$ cat config.mk
export PLATFORM = sky130hd
export DESIGN_NAME = sequence_controller_flat
export DESIGN_NICKNAME = d
export VERILOG_FILES = /design/src/rtl/sequence_controller_if.sv /design/src/rtl/sequence_controller.sv /design/src/flat_wrapper.sv
export SDC_FILE = /design/constraint.sdc
export NUM_CORES = 1
export LEC_CHECK = 0
export CAP_MARGIN = 20
export CORE_ASPECT_RATIO = 1.2
export CORE_MARGIN = 2
export CORE_UTILIZATION = 55
export DETAILED_ROUTE_END_ITERATION = 6
export PLACE_DENSITY_LB_ADDON = 0.25
export SETUP_SLACK_MARGIN = 0.02
export SLEW_MARGIN = 0
export SYNTH_ARGS = -nofsm -noshare
export SYNTH_HDL_FRONTEND = slang
export SYNTH_SLANG_ARGS = --single-unit
$ cat constraint.sdc
create_clock -name i_clk -period 3.9 [get_ports i_clk]
set_clock_uncertainty 0.2 [all_clocks]
set_input_delay 0.78 -clock i_clk [delete_from_list [all_inputs] [get_ports i_clk]]
set_output_delay 0.78 -clock i_clk [all_outputs]
set_load 0.03 [all_outputs]
$ cat src/rtl/sequence_controller_if.sv
// Generator handshake bundle: enable and trigger towards the colour
// generator, ready strobe and 2-bit colour code back from it.
interface sequence_controller_if;
  logic       o_gen_enable;
  logic       o_gen_trigger;
  logic       i_gen_ready;
  logic [1:0] i_gen_value;

  // Controller side drives enable/trigger and consumes ready/value
  modport master (
    output o_gen_enable,
    output o_gen_trigger,
    input  i_gen_ready,
    input  i_gen_value
  );

  // Generator side answers a trigger with a ready strobe and a value
  modport slave (
    input  o_gen_enable,
    input  o_gen_trigger,
    output i_gen_ready,
    output i_gen_value
  );
endinterface

$ cat src/rtl/sequence_controller.sv
// Simon game sequencer: on each round it fetches one colour from the
// generator, appends it to the stored sequence and replays the whole
// sequence as timed LED steps. A combinational read port exposes the
// stored sequence to the player-input checker.
module sequence_controller #(
  parameter  int MAX_LEN     = 32,
  parameter  int SHOW_CYCLES = 25,
  parameter  int GAP_CYCLES  = 10,
  parameter  int GEN_TIMEOUT = 15,
  localparam int LEN_W       = $clog2(MAX_LEN + 1)
) (
  input  logic                 i_clk,
  input  logic                 i_rst,
  input  logic                 i_enable,
  input  logic                 i_start_round,
  input  logic                 i_clear,
  sequence_controller_if.master gen,
  output logic [1:0]           o_color,
  output logic                 o_led_valid,
  output logic                 o_busy,
  output logic                 o_done,
  output logic                 o_error,
  output logic                 o_full,
  output logic [LEN_W-1:0]     o_length,
  input  logic [LEN_W-1:0]     i_rd_idx,
  output logic [1:0]           o_rd_color
);

  localparam int ADDR_W = (MAX_LEN > 1) ? $clog2(MAX_LEN) : 1;
  localparam int CNT_W  = 16;

  typedef enum logic [2:0] {
    IDLE,
    REQ,
    WAIT_GEN,
    APPEND,
    SHOW,
    GAP,
    DONE
  } state_t;

  state_t             state;
  state_t             next_state;
  logic [CNT_W-1:0]   cnt;
  logic [LEN_W-1:0]   length;
  logic [LEN_W-1:0]   idx;
  logic [1:0]         captured;
  logic               error_q;
  logic [1:0]         mem [MAX_LEN];

  logic               full;
  logic               last_step;
  logic               show_end;
  logic               gap_end;
  logic               gen_expired;

  // The shared counter times the generator wait and both LED phases
  assign full        = (length == LEN_W'(MAX_LEN));
  assign last_step   = (idx == length - LEN_W'(1));
  assign show_end    = (cnt == CNT_W'(SHOW_CYCLES - 1));
  assign gap_end     = (cnt == CNT_W'(GAP_CYCLES - 1));
  assign gen_expired = (cnt == CNT_W'(GEN_TIMEOUT - 1));

  // State register; reset and a dropped enable both return to IDLE
  always_ff @(posedge i_clk) begin
    if (i_rst) begin
      state <= IDLE;
    end else begin
      state <= next_state;
    end
  end

  // Next-state logic; start is only honoured from IDLE without a clear
  always_comb begin
    next_state = state;
    case (state)
      IDLE: begin
        if (i_start_round && !i_clear && i_enable) begin
          next_state = full ? SHOW : REQ;
        end
      end
      REQ:      next_state = WAIT_GEN;
      WAIT_GEN: begin
        if (gen.i_gen_ready) begin
          next_state = APPEND;
        end else if (gen_expired) begin
          next_state = IDLE;
        end
      end
      APPEND:   next_state = SHOW;
      SHOW:     if (show_end) next_state = GAP;
      GAP: begin
        if (gap_end) begin
          next_state = last_step ? DONE : SHOW;
        end
      end
      DONE:     next_state = IDLE;
      default:  next_state = IDLE;
    endcase
    if (!i_enable) begin
      next_state = IDLE;
    end
  end

  // Datapath: counter, step index, length, captured colour, error pulse
  always_ff @(posedge i_clk) begin
    if (i_rst) begin
      cnt      <= '0;
      idx      <= '0;
      length   <= '0;
      captured <= 2'b00;
      error_q  <= 1'b0;
    end else begin
      error_q <= 1'b0;
      if (state == IDLE && i_clear) begin
        length <= '0;
      end
      if (i_enable) begin
        case (state)
          IDLE: begin
            cnt <= '0;
            idx <= '0;
          end
          REQ: cnt <= '0;
          WAIT_GEN: begin
            cnt <= cnt + CNT_W'(1);
            if (gen.i_gen_ready) begin
              captured <= gen.i_gen_value;
            end else if (gen_expired) begin
              error_q <= 1'b1;
            end
          end
          APPEND: begin
            length <= length + LEN_W'(1);
            idx    <= '0;
            cnt    <= '0;
          end
          SHOW: cnt <= show_end ? '0 : cnt + CNT_W'(1);
          GAP: begin
            if (gap_end) begin
              cnt <= '0;
              if (!last_step) begin
                idx <= idx + LEN_W'(1);
              end
            end else begin
              cnt <= cnt + CNT_W'(1);
            end
          end
          default: cnt <= '0;
        endcase
      end
    end
  end

  // Sequence memory has no reset; entries at or above length are never read
  always_ff @(posedge i_clk) begin
    if (!i_rst && i_enable && state == APPEND) begin
      mem[length[ADDR_W-1:0]] <= captured;
    end
  end

  // Moore outputs decoded from the current state
  always_comb begin
    gen.o_gen_trigger = (state == REQ);
    o_led_valid       = (state == SHOW);
    o_busy            = (state != IDLE);
    o_done            = (state == DONE);
    o_color           = (state == SHOW) ? mem[idx[ADDR_W-1:0]] : 2'b00;
  end

  assign gen.o_gen_enable = i_enable;
  assign o_error          = error_q;
  assign o_full           = full;
  assign o_length         = length;
  assign o_rd_color       = (i_rd_idx < length) ? mem[i_rd_idx[ADDR_W-1:0]] : 2'b00;

endmodule
$ cat src/flat_wrapper.sv
// flat-port wrapper written by rule: the top's interface ports become plain ports
module sequence_controller_flat 
#(
  parameter  int MAX_LEN     = 32,
  parameter  int SHOW_CYCLES = 25,
  parameter  int GAP_CYCLES  = 10,
  parameter  int GEN_TIMEOUT = 15,
  localparam int LEN_W       = $clog2(MAX_LEN + 1)
)
  (i_clk, i_rst, i_enable, i_start_round, i_clear, o_color, o_led_valid, o_busy, o_done, o_error, o_full, o_length, i_rd_idx, o_rd_color, gen_o_gen_enable, gen_o_gen_trigger, gen_i_gen_ready, gen_i_gen_value);
  sequence_controller_if gen_i ();
  input  logic i_clk;
  input  logic i_rst;
  input  logic i_enable;
  input  logic i_start_round;
  input  logic i_clear;
  output logic [1:0] o_color;
  output logic o_led_valid;
  output logic o_busy;
  output logic o_done;
  output logic o_error;
  output logic o_full;
  output logic [LEN_W-1:0] o_length;
  input  logic [LEN_W-1:0] i_rd_idx;
  output logic [1:0] o_rd_color;
  output wire logic [$bits(gen_i.o_gen_enable)-1:0] gen_o_gen_enable;
  output wire logic [$bits(gen_i.o_gen_trigger)-1:0] gen_o_gen_trigger;
  input wire logic [$bits(gen_i.i_gen_ready)-1:0] gen_i_gen_ready;
  input wire logic [$bits(gen_i.i_gen_value)-1:0] gen_i_gen_value;
  assign gen_o_gen_enable = gen_i.o_gen_enable;
  assign gen_o_gen_trigger = gen_i.o_gen_trigger;
  assign gen_i.i_gen_ready = gen_i_gen_ready;
  assign gen_i.i_gen_value = gen_i_gen_value;
  sequence_controller #(.MAX_LEN(MAX_LEN), .SHOW_CYCLES(SHOW_CYCLES), .GAP_CYCLES(GAP_CYCLES), .GEN_TIMEOUT(GEN_TIMEOUT)) u_core (.i_clk(i_clk), .i_rst(i_rst), .i_enable(i_enable), .i_start_round(i_start_round), .i_clear(i_clear), .gen(gen_i), .o_color(o_color), .o_led_valid(o_led_valid), .o_busy(o_busy), .o_done(o_done), .o_error(o_error), .o_full(o_full), .o_length(o_length), .i_rd_idx(i_rd_idx), .o_rd_color(o_rd_color));
endmodule
Word level (Yosys, flattened, before mapping)
Memories as Yosys holds them, arrays and structs flattened. A register that Yosys moved wholly into a read port is not among the register bits.
Index checks and enable logic that the tools add are counted.
- div/mod/pow operators: 0
- bitwise operators: 2
- equality and inequality tests: 16
- reduce and logical (&&, ||, !) cells: 16
- order comparisons: 1
- add/sub/neg operators: 4
- muxes and demuxes: 24
- multiply operators: 0
- shifts and indexed selects: 0
- operators by type and width (cell ; count):
    16-bit one-hot mux with 3 select lines ; 1
    16-bit by 4-bit == test with 1-bit output (second input constant) ; 2
    16-bit two-way mux ; 2
    6-bit two-way mux ; 5
    3-bit two-way mux ; 6
    3-bit one-hot mux with 6 select lines ; 1
    16-bit by 1-bit adder with 16-bit output (second input constant) ; 1
    16-bit by 5-bit == test with 1-bit output (second input constant) ; 1
    6-bit by 1-bit adder with 6-bit output (second input constant) ; 2
    6-bit one-hot mux with 2 select lines ; 1
    5-bit two-way mux ; 2
    3-bit == test (second input constant) ; 3
    4-bit AND reduction ; 2
    3-bit by 2-bit == test with 1-bit output (second input constant) ; 2
    6-bit == test ; 1
    6-bit == test (second input constant) ; 1
    6-bit < comparator ; 1
    2-bit two-way mux ; 3
    2-bit by 1-bit != test with 1-bit output (second input constant) ; 3
    6-bit by 1-bit subtractor with 6-bit output (second input constant) ; 1
    1-bit logical AND ; 5
    2-bit OR reduction ; 2
    4-bit OR reduction ; 1
    3-bit by 1-bit == test with 1-bit output (second input constant) ; 1
    other kinds (9) ; 13
- memories: 1
- output and inout bits: 17
- flip-flop bits (word level): 34
- word-level logic and storage cells: 70
- ROM bits: 0
- RAM bits: 64
- input port bits: 14
- bits in latches: 0
- memory list (memory ; words ; bits a word ; rd ports ; clocked after Yosys merged registers in ; wr ports ; line ; RTL):
    u_core.mem ; 32 ; 2 ; 2 ; 1 ; 1 ; sequence_controller.sv:49 ; logic [1:0] mem [MAX_LEN];

Longest topological paths before layout
- depth in word-level cells: 7
- gate-level depth with buffers: 9
- gate-level depth less buffers: 7

Least setup slack after synthesis
OpenSTA, ideal clock, no wires.
- kind: input port to output port
- start point: input port i_rd_idx[0]
- end point: output port o_rd_color[1]
- path buffers: 2
- arrival: 2.391 ns
- path slack: 0.529 ns
- stages: 7
- data required time: 2.920 ns
- path through: clkbuf_1 > buf_2 > mux4_2 > a22oi_1 > a21oi_1 > a21oi_1 > nor2_1
- cells in the longest elaborated chain, start to end: 2
- elaborated cells between the ends (all ways): 3
- those cells by class: order compare (1); mux (1); memory (1)
- RTL lines (element ; line ; RTL):
    start, declared ; flat_wrapper.sv:24 ; input logic [LEN_W-1:0] i_rd_idx;
    memory read 32 x 2 bit / 6-bit < comparator (equally long branches) ; -- ;
    2-bit two-way mux * ; sequence_controller.sv:175 ; assign o_rd_color = (i_rd_idx < length) ? mem[i_rd_idx[ADDR_W-1:0]] : 2'b00;
    end, declared ; flat_wrapper.sv:25 ; output logic [1:0] o_rd_color;
Mark *: on every way between the ends. The rest lies on a longest branch, timed or not.

Worst setup path after layout
- start point: input port i_rd_idx[0]
- end point: output port o_rd_color[0]
Same word-level chain as after synthesis.

==> flow_metrics.py <==
metrics = {
    "place": {
        "io_buffers": 30,
        "place_congestion": 0.900,
        "hpwl_mm": 9.53,
        "placed_cell_area_sq_um": 6100,
    },
    "layout": {
        "area.growth.synth_to_final_pct": 14.1,
        "antennaDiodeCount": 0,
        "drive_above_1_share": 0.173,
        "utilization": 0.641,
        "final_net_count": 533,
        "fillers": 797,
        "most-common-layout-cells": "66 x nor2_1, 64 x edfxtp_1, 39 x dfxtp_1",
        "final_common_cell": "nor2_1",
        "final_cell_area_sq_um": 6420,
    },
    "global_routing": {
        "met2_usage": 0.407,
        "antenna_found_initial": 0,
        "use_met1": 0.316,
        "grt_pass1_wl_mm": 20.5,
        "grt_pass1_vias": 4000,
        "met3_usage": 0.0380,
        "track_usage": 0.244,
        "grt_start_max_net_pins": 34,
        "overflow": 0,
        "grt-busiest-layer": "met2",
    },
    "drt": {
        "num_vias": 3999,
        "routed_wl_mm": 12.6,
        "dr.pass1.iters": 5,
        "drc_errors": 0,
        "ant_nets": 0,
        "wl_per_cell_um": 19.7,
        "vias_per_cell": 6.29,
        "drtIter0Drc": 304,
    },
    "power": {
        "peakVddDrop_v": 0.000220,
        "cellPowerDensity_nw_per_um2": 342,
        "p_leak_nw": 2.16,
        "p_total_mw": 2.19,
    },
    "logic_synthesis": {
        "synth_area_leaders": "edfxtp_1 34%, mux4_2 15%, dfxtp_1 14%",
        "synth_top_area_cell": "edfxtp_1",
        "syn-num-nets": 503,
        "yosysTopAreaCellShare": 0.342,
        "netlist_area_sq_um": 5620,
        "synth_enable_flop_cells": 64,
        "postSynthCellCount": 475,
        "ys_ff_latch": 103,
        "synthFlopType": "edfxtp_1",
        "syn_area_per_cell_sq_um": 11.8,
        "synthArstFlopShare": 0,
        "yosysWarnings": 0,
        "synth.yosys.seq_area_share": 0.481,
        "ys_types": 62,
    },
    "clock_tree": {
        "clk_latency_ns": 0.34,
        "clockBufferDepth": 2,
        "cts_root_buffer": "clkbuf_16",
        "cts_buffers": 9,
        "clock-sinks": 103,
        "cts.clk_slew.worst_paths_ns": 0.07,
        "htreeDepth": 3,
        "cts-hold-fix-buffers": 0,
        "cts_tree": "built",
    },
    "job": {
        "cap_violations": 0,
    },
    "die": {
        "dieArea_sq_um": 11100,
        "ios": 31,
        "start_util": 0.562,
        "num_rows": 40,
        "dieHeight_um": 115,
        "core_sq_um": 10000,
        "dieWidth_um": 96.3,
    },
    "timing": {
        "finalSetupViolations": 0,
        "grt_setup_unrepaired": "true",
        "maxSlewHeadroom": 0.311,
        "worstMarginPinSlew_ns": 1.03,
        "period_minus_slack_ns": 3.79,
        "final_hold_viol_count": 0,
        "max_freq_mhz": 264,
        "slew_violations": 0,
        "period_share": 0.971,
    },
    "outcome": {
        "outcome": "completed",
    },
    "critical_path": {
        "worstSetupPathType": "primary input to primary output",
        "crit_path_start_kind": "primary input",
        "critPathArrivalTime_ns": 2.81,
        "required_ns": 2.92,
        "worstPathMaxFanout": 13,
        "critPathCaptureType": "primary output",
    },
    "min_path": {
        "hold_class": "flip-flop to flip-flop",
    },
}
## cell type report
class                           count  area [sq um]  area share
Clock buffer                        9           225      0.0351
Clock inverter                      7          95.1      0.0148
Inverter                           18          67.6      0.0105
Multi-Input combinational cell    327          2740       0.426
Sequential cell                   103          2700       0.421
Tap cell                          126           158      0.0246
Timing Repair Buffer               46           435      0.0678
## report_power, final
| group | total (mW) | switching (mW) | internal [mW] | leakage [nW] |
|---|---|---|---|---|
| clock network | 0.941 | 0.422 | 0.519 | 0.158 |
| registers | 1.15 | 0.00258 | 1.14 | 1.00 |
| logic | 0.106 | 0.0534 | 0.0530 | 1.00 |
| total | 2.19 | 0.478 | 1.72 | 2.16 |
## per-stage QoR
step / setup TNS, ns / hold WS [ns] / cells / setup WS, ns
after floorplan: 0 / 0.255 / 475 / 0.529
after global placement: -0.427 / 0.282 / 620 / -0.275
after detailed placement: -0.503 / 0.291 / 620 / -0.309
after CTS: 0 / 0.302 / 636 / 0.0123
after global routing: 0 / 0.322 / 636 / 0.00164
final: 0 / 0.298 / 636 / 0.113
## final timing paths
| kind | startpoint | endpoint | slack (ns) | cells after the start |
|---|---|---|---|---|
| max | i_rd_idx[0] | o_rd_color[0] | 0.11 | 8 |
| min | u_core.cnt[6] | u_core.cnt[6] | 0.30 | 2 |
| max reg2reg | u_core.o_length[3] | flip-flop | 1.17 | 6 |
| min reg2reg | u_core.cnt[6] | u_core.cnt[6] | 0.30 | 2 |
## layer usage
metal  wire, um  vias to the layer above
met5          0                        -
met4        421                        0
met3        564                       32
met2       6400                      144
met1       5170                     1969
li1           -                     1854
## registers in the layout, indices dropped and copies added, names as in the netlist, named ones only
signal           count
u_core.mem          64
u_core.cnt          16
u_core.state         3
u_core.o_error       1
u_core.captured      2
u_core.o_length      6
u_core.idx           6
## repair_timing
item,in CTS,in global routing
setup buffers,0,0
setup endpoints to repair,3,2
gates resized for setup,5,4
gates cloned,0,0
## kinds of logic (layout without fill, tap and decap cells)
group	Yosys count	after routing	share of synthesized area
simple gates	177	177	0.157
flops	103	103	0.481
compound gates	64	64	0.0923
mux	52	52	0.175
buf+inv	45	80	0.0329
xor+xnor	20	20	0.0311
fa+ha+maj	14	14	0.0311
## cells in the mapped netlist, types with 3 or more instances
cell and instances:
xor2_1 6, nand4_1 6, o21ai_0 4, ha_1 14, o311ai_1 3, nand2b_1 7
a31oi_1 3, xnor2_1 14, buf_2 4, inv_1 17, and2_1 4, a21oi_1 18
nor3b_1 5, nand2_1 32, dfxtp_1 39, edfxtp_1 64, clkbuf_1 18, nor3_1 9
nand3_1 19, nand3b_1 4, mux4_2 37, buf_1 3, a211oi_1 3, or3_1 5
a41o_1 3, a22oi_1 6, nor2b_1 3, mux2i_1 15, or2_2 3, nor2_1 66
## worst max-delay path, cell delays in order
cell and delay, ns:
clkdlybuf4s50_1 0.53, buf_12 0.18, mux4_2 0.50, a22oi_1 0.20
a21oi_1 0.11, nor2_1 0.11, nor2_1 0.05, clkdlybuf4s15_1 0.33
Note: power is estimated with default switching activity, not from simulation.
